$ cat src/rtl/sipo_rx_if.sv
// sipo_rx_if - serial receive link plus parallel output handshake.
//   master : serial sender / word consumer side (drives si, si_en, start, po_ready)
//   slave  : sipo_rx side (drives po, po_valid, busy, overrun[, par_err])
// Macro SIPO_RX_PARITY_EN adds par_err.
interface sipo_rx_if #(parameter int WIDTH = 4);
  logic             si;
  logic             si_en;
  logic             start;
  logic             po_ready;
  logic [WIDTH-1:0] po;
  logic             po_valid;
  logic             busy;
  logic             overrun;
`ifdef SIPO_RX_PARITY_EN
  logic             par_err;

  modport master (output si, si_en, start, po_ready,
                  input  po, po_valid, busy, overrun, par_err);
  modport slave  (input  si, si_en, start, po_ready,
                  output po, po_valid, busy, overrun, par_err);
`else
  modport master (output si, si_en, start, po_ready,
                  input  po, po_valid, busy, overrun);
  modport slave  (input  si, si_en, start, po_ready,
                  output po, po_valid, busy, overrun);
`endif
endinterface

$ cat src/rtl/sipo_rx.sv
// sipo_rx - serial-in/parallel-out receiver for the 4-bit PISO link.
// Collects WIDTH bits per frame (start marks bit 0, si_en qualifies each bit)
// and offers the word to a held valid/ready output register. A word that
// completes while the previous one is still unconsumed is dropped and the
// sticky overrun flag is set.
// Ports:
//   clk  : rising-edge clock
//   rst  : synchronous reset, active-low
//   bus  : sipo_rx_if.slave (si, si_en, start, po_ready in;
//          po, po_valid, busy, overrun[, par_err] out)
// Option macro SIPO_RX_PARITY_EN: one even-parity bit follows the data bits,
// a PARITY state samples it, and par_err is loaded together with po.
//
// state  | meaning
// IDLE   | waiting for si_en=1 with start=1
// SHIFT  | collecting data bits 1..WIDTH-1
// PARITY | waiting for the parity bit (SIPO_RX_PARITY_EN only)
module sipo_rx #(
  parameter int WIDTH     = 4,
  parameter bit MSB_FIRST = 1'b1
) (
  input logic     clk,
  input logic     rst,
  sipo_rx_if.slave bus
);

  localparam int CW = $clog2(WIDTH) + 1;

`ifdef SIPO_RX_PARITY_EN
  typedef enum logic [1:0] {IDLE = 2'd0, SHIFT = 2'd1, PARITY = 2'd2} state_t;
`else
  typedef enum logic [1:0] {IDLE = 2'd0, SHIFT = 2'd1} state_t;
`endif

  state_t           state, state_nxt;
  logic [WIDTH-1:0] sr, sr_base, sr_shift, word, po_r;
  logic [CW-1:0]    cnt;
  logic             pv_r, ovr_r;
  logic             take_first, take_data, last_data, complete, busy;
`ifdef SIPO_RX_PARITY_EN
  logic             perr_r, perr_word;
`endif

  // state register
  always_ff @(posedge clk) begin
    if (!rst) state <= IDLE;
    else      state <= state_nxt;
  end

  // next-state logic; start=1 with si_en=1 restarts from any state
  always_comb begin
    state_nxt = state;
    if (take_first) begin
      state_nxt = SHIFT;
    end else begin
      case (state)
        SHIFT: begin
          if (last_data) begin
`ifdef SIPO_RX_PARITY_EN
            state_nxt = PARITY;
`else
            state_nxt = IDLE;
`endif
          end
        end
`ifdef SIPO_RX_PARITY_EN
        PARITY: if (complete) state_nxt = IDLE;
`endif
        default: state_nxt = state;
      endcase
    end
  end

  // output / control decode
  always_comb begin
    take_first = bus.si_en & bus.start;
    take_data  = (state == SHIFT) & bus.si_en & ~bus.start;
    last_data  = take_data & (cnt == CW'(WIDTH - 1));
    busy       = (state != IDLE);
    // a new frame shifts into an all-zero register so bit 0 lands cleanly
    sr_base    = take_first ? '0 : sr;
    if (MSB_FIRST) sr_shift = {sr_base[WIDTH-2:0], bus.si};
    else           sr_shift = {bus.si, sr_base[WIDTH-1:1]};
`ifdef SIPO_RX_PARITY_EN
    complete  = (state == PARITY) & bus.si_en & ~bus.start;
    word      = sr;
    perr_word = (^sr) ^ bus.si;
`else
    complete  = last_data;
    word      = sr_shift;
`endif
  end

  // shift register, bit counter and output register
  always_ff @(posedge clk) begin
    if (!rst) begin
      sr     <= '0;
      cnt    <= '0;
      po_r   <= '0;
      pv_r   <= 1'b0;
      ovr_r  <= 1'b0;
`ifdef SIPO_RX_PARITY_EN
      perr_r <= 1'b0;
`endif
    end else begin
      if (take_first) begin
        sr  <= sr_shift;
        cnt <= CW'(1);
      end else if (take_data) begin
        sr  <= sr_shift;
        cnt <= last_data ? '0 : cnt + 1'b1;
      end

      if (complete) begin
        if (!pv_r || bus.po_ready) begin
          po_r   <= word;
          pv_r   <= 1'b1;
`ifdef SIPO_RX_PARITY_EN
          perr_r <= perr_word;
`endif
        end else begin
          ovr_r <= 1'b1;
        end
      end else if (pv_r && bus.po_ready) begin
        pv_r <= 1'b0;
      end
    end
  end

  assign bus.po       = po_r;
  assign bus.po_valid = pv_r;
  assign bus.busy     = busy;
  assign bus.overrun  = ovr_r;
`ifdef SIPO_RX_PARITY_EN
  assign bus.par_err  = perr_r;
`endif

endmodule

$ cat src/flat_wrapper.sv
// flat-port wrapper written by rule: the top's interface ports become plain ports
module sipo_rx_flat 
#(
  parameter int WIDTH     = 4,
  parameter bit MSB_FIRST = 1'b1
)
  (clk, rst, bus_si, bus_si_en, bus_start, bus_po_ready, bus_po, bus_po_valid, bus_busy, bus_overrun);
  sipo_rx_if #(.WIDTH(WIDTH)) bus_i ();
  input logic clk;
  input logic rst;
  input wire logic [$bits(bus_i.si)-1:0] bus_si;
  input wire logic [$bits(bus_i.si_en)-1:0] bus_si_en;
  input wire logic [$bits(bus_i.start)-1:0] bus_start;
  input wire logic [$bits(bus_i.po_ready)-1:0] bus_po_ready;
  output wire logic [$bits(bus_i.po)-1:0] bus_po;
  output wire logic [$bits(bus_i.po_valid)-1:0] bus_po_valid;
  output wire logic [$bits(bus_i.busy)-1:0] bus_busy;
  output wire logic [$bits(bus_i.overrun)-1:0] bus_overrun;
  assign bus_i.si = bus_si;
  assign bus_i.si_en = bus_si_en;
  assign bus_i.start = bus_start;
  assign bus_i.po_ready = bus_po_ready;
  assign bus_po = bus_i.po;
  assign bus_po_valid = bus_i.po_valid;
  assign bus_busy = bus_i.busy;
  assign bus_overrun = bus_i.overrun;
  sipo_rx #(.WIDTH(WIDTH), .MSB_FIRST(MSB_FIRST)) u_core (.clk(clk), .rst(rst), .bus(bus_i));
endmodule
$ cat config.mk
export PLATFORM = sky130hd
export DESIGN_NAME = sipo_rx_flat
export DESIGN_NICKNAME = d
export VERILOG_FILES = /design/src/rtl/sipo_rx_if.sv /design/src/rtl/sipo_rx.sv /design/src/flat_wrapper.sv
export SDC_FILE = /design/constraint.sdc
export NUM_CORES = 1
export LEC_CHECK = 0
export ABC_AREA = 1
export CORE_AREA = 2 2 39 41
export DETAILED_ROUTE_END_ITERATION = 10
export DIE_AREA = 0 0 41 43
export GPL_ROUTABILITY_DRIVEN = 1
export GPL_TIMING_DRIVEN = 0
export HOLD_SLACK_MARGIN = 0.06
export PLACE_DENSITY = 0.77
export SETUP_SLACK_MARGIN = 0.1
export SLEW_MARGIN = 10
export SYNTH_ARGS = -nofsm -noshare
export SYNTH_HDL_FRONTEND = slang
export SYNTH_SLANG_ARGS = --single-unit
$ cat constraint.sdc
create_clock -name clk -period 2.2 [get_ports clk]
set_clock_uncertainty 0.15 [all_clocks]
set_input_delay 0.44 -clock clk [delete_from_list [all_inputs] [get_ports clk]]
set_output_delay 0.44 -clock clk [all_outputs]
set_load 0.02 [all_outputs]
==> summary.txt <==
Worst hold path
  • Hold Path Cell Cnt: 2
  • Beginning of the worst hold path: u_core.bus.overrun$_SDFFE_PN0P_
  • WHS Endpoint: u_core.bus.overrun$_SDFFE_PN0P_
  • Hold crit path type: reg -> reg

CTS
  • CTS Buf Count: 3
  • CTS tree: yes
  • Worst-Skew Late Latency: between 200 and 300 ps
  • Sink Count: 13
  • Root Driver: clkbuf_4
  • Cts hold-fix bufs: 0
  • Clock Pin Slew Worst Setup and Hold Paths: roughly 80 ps
  • Setup Buffers After CTS: 0
  • Max clock buf depth: 2
  • Post_cts resized: 0
  • H-tree levels: 1

Timing
  • Hold Violations, Final: 0
  • Setup ws final: between 200 and 300 ps
  • RSZ-0062 raised after global routing: no
  • Slew at the pin with the worst max-slew slack: between 300 and 400 ps
  • Fin crit period: approximately 1900 ps
  • Setup TNS Final: 0 ps
  • # setup viols final: 0
  • Ratio of final minimum period to clock period: between 80% and 90%
  • Max Transition Viols Final: 0
  • Max_slew headroom: 79.72%
  • Achievable Freq: a little over 500 MHz

Synth
  • Synth unique cells: 15
  • Flops & latches, synth: 13
  • Gate Count Post-Synth: 85
  • Synthesis warning total: 0
  • Cell Area, Synth: about 600 µm²
  • Mapped Avg Cell Area: ~6.9 µm²
  • Net Count, Synth: between 90 and 100
  • Sequential share of the synthesized area: between 40% and 50%

Critical path
  • Worst path required time: roughly 1600 ps
  • Critical path, cell by cell: clkdlybuf4s50_1
  • Worst Reg-to-Reg Cells: 7
  • CP max stage delay: 640 ps
  • Critical path's top delay family: buffers and inverters
  • Critical Path AT: between 1000 and 1500 ps
  • Endpoint class of the critical path: primary output
  • Reg-to-Reg Start: u_core.cnt[0]$_SDFFE_PN0P_
  • Reg-to-reg setup timing slack: approximately 660 ps
  • WP buf/inv: 1
  • Slowest CP cell: clkdlybuf4s50_1
  • Critical path startpoint category: flop
  • R2R Path End: u_core.bus.po[2]$_SDFFE_PN0P_
  • Critical path type: reg -> out
  • Critical-path maximum fanout: 6

Route
  • First-pass DRT Iterations: 4
  • Antenna-violating nets left: 0
  • Initial DRC count: 9
  • WL/cell: 9.069 µm
  • DRC violations left: 0
  • Via count: 548
  • Drt via density: about 4.7
  • Final Routed Wirelength: 1052 µm

Finish
  • Proportion of layout cells with a drive suffix above 1: roughly 8.0%
  • Total area of sequential cells: approximately 260 µm²
  • Final #Nets: roughly 110
  • Final design instance area without fill: 747.0 µm²
  • Area grow syn2layout: 26.48%
  • Commonest cells after routing, fill and taps aside: inv_1 (18), nand2_1 (18), dfxtp_1 (13)
  • Layout fillers: around 140
  • Antenna diode count: 0
  • Area taken by multi-input logic gates: roughly 250 µm²

Global route
  • Grt met2 use: 25.00%
  • Initial antenna violation count: 0
  • Largest net degree at the start of global routing: 10
  • Gr busiest metal: met2
  • GRT met1 Usage: around 17%
  • First-pass GRT wire length: about 1800 µm
  • Vias in the first global route: around 450
  • Met3 usage: around 4.7%
  • GRT Residual Overflow: 0
  • GRT Overall Usage: roughly 16%

Floorplan
  • Core area: 1384 µm²
  • Std-Cell Rows: 14
  • Die Y: 43 µm
  • Die W: slightly above 40 µm
  • Initial Utilization: 42.68%
  • Die area: roughly 1800 µm²
  • Num ports: 13

Power and ir drop
  • Pleak: between 0.3 and 0.4 nW
  • Worst vdd ir: between 0.2 and 0.3 mV
  • PwrDens: just under 600 nW/µm²

Run status
  • Status: finished, final reports clean

Placed design
  • DP HPWL: 815.4 µm
  • PortBufs: 11
  • Setup WS pre-CTS: between 300 and 400 ps
  • GP Congestion: ~0.75
  • Post-DP Area: between 700 and 800 µm²

Job
  • Max-Cap Viols: 0
==> Yosys cell counts (all sizes together) <==
cell	instances	area, µm²
buf	1	5.000
nand2	19	73.82
ha	2	25.02
nor2	9	36.29
inv	19	71.31
nand3	6	35.03
nand4	1	6.260
o21ai	6	30.03
nand3b	1	7.510
a21oi	8	40.04
dfxtp	13	260.3
==> power breakdown <==
part           switching (mW)  internal, mW
registers             0.00463         0.241
clock network          0.0809        0.0703
logic                  0.0211        0.0177
total                   0.107         0.329
==> metal layers <==
layer	share of wire (%)	up-vias	wire (µm)
met2	47	11	499
met3	4.8	4	50
li1	-	295	-
met4	3.3	0	35
met5	0	-	0
met1	44	238	466
==> flip-flops by register name, indices dropped and copies added (netlist names) <==
signal	cells
u_core.sr	3
u_core.bus.po	4
u_core.state	1
u_core.cnt	3
u_core.bus.po_valid	1
u_core.bus.overrun	1
==> cells by family (layout without fill, tap and decap cells) <==
| family | count (synthesis) | in the layout | synth area share (%) |
|---|---|---|---|
| compound gates | 14 | 14 | 11.86 |
| fa+ha+maj | 2 | 2 | 4.237 |
| buf+inv | 20 | 35 | 12.92 |
| flops | 13 | 13 | 44.07 |
| simple gates | 36 | 36 | 26.91 |
==> stage by stage <==
step                      std cells  util, %  hold WS, ps  total power, mW
after floorplan                  85        -        284.7           0.2731
after detailed placement        112    52.08        290.6           0.2898
after global placement          112    52.08        289.6           0.2888
after global routing            116    53.98        320.6           0.4541
final                           116    53.98        302.8           0.4356
after CTS                       116    53.98        302.8           0.4326
==> cell type report <==
class                      instances  area share, %
buffer                             1         0.6700
clock buffer                       4          3.518
multi-input combinational         52          34.00
timing repair buffer              11          14.74
inverter                          19          9.548
sequential                        13          34.84
tap                               16          2.680
==> worst max-delay path by stage <==
stage	from	endpoint	cells past startpoint
floorplan	u_core.cnt[0]$_SDFFE_PN0P_	u_core.bus.po[0]$_SDFFE_PN0P_	7
global placement	bus_si_en	u_core.bus.po[2]$_SDFFE_PN0P_	6
detailed placement	bus_si_en	u_core.bus.po[3]$_SDFFE_PN0P_	6
CTS	u_core.state[0]$_SDFFE_PN0P_	bus_busy	1
global route	u_core.state[0]$_SDFFE_PN0P_	bus_busy	1
finish	u_core.state[0]$_SDFFE_PN0P_	bus_busy	1
No activity file was read; power rests on OpenSTA's default activity.
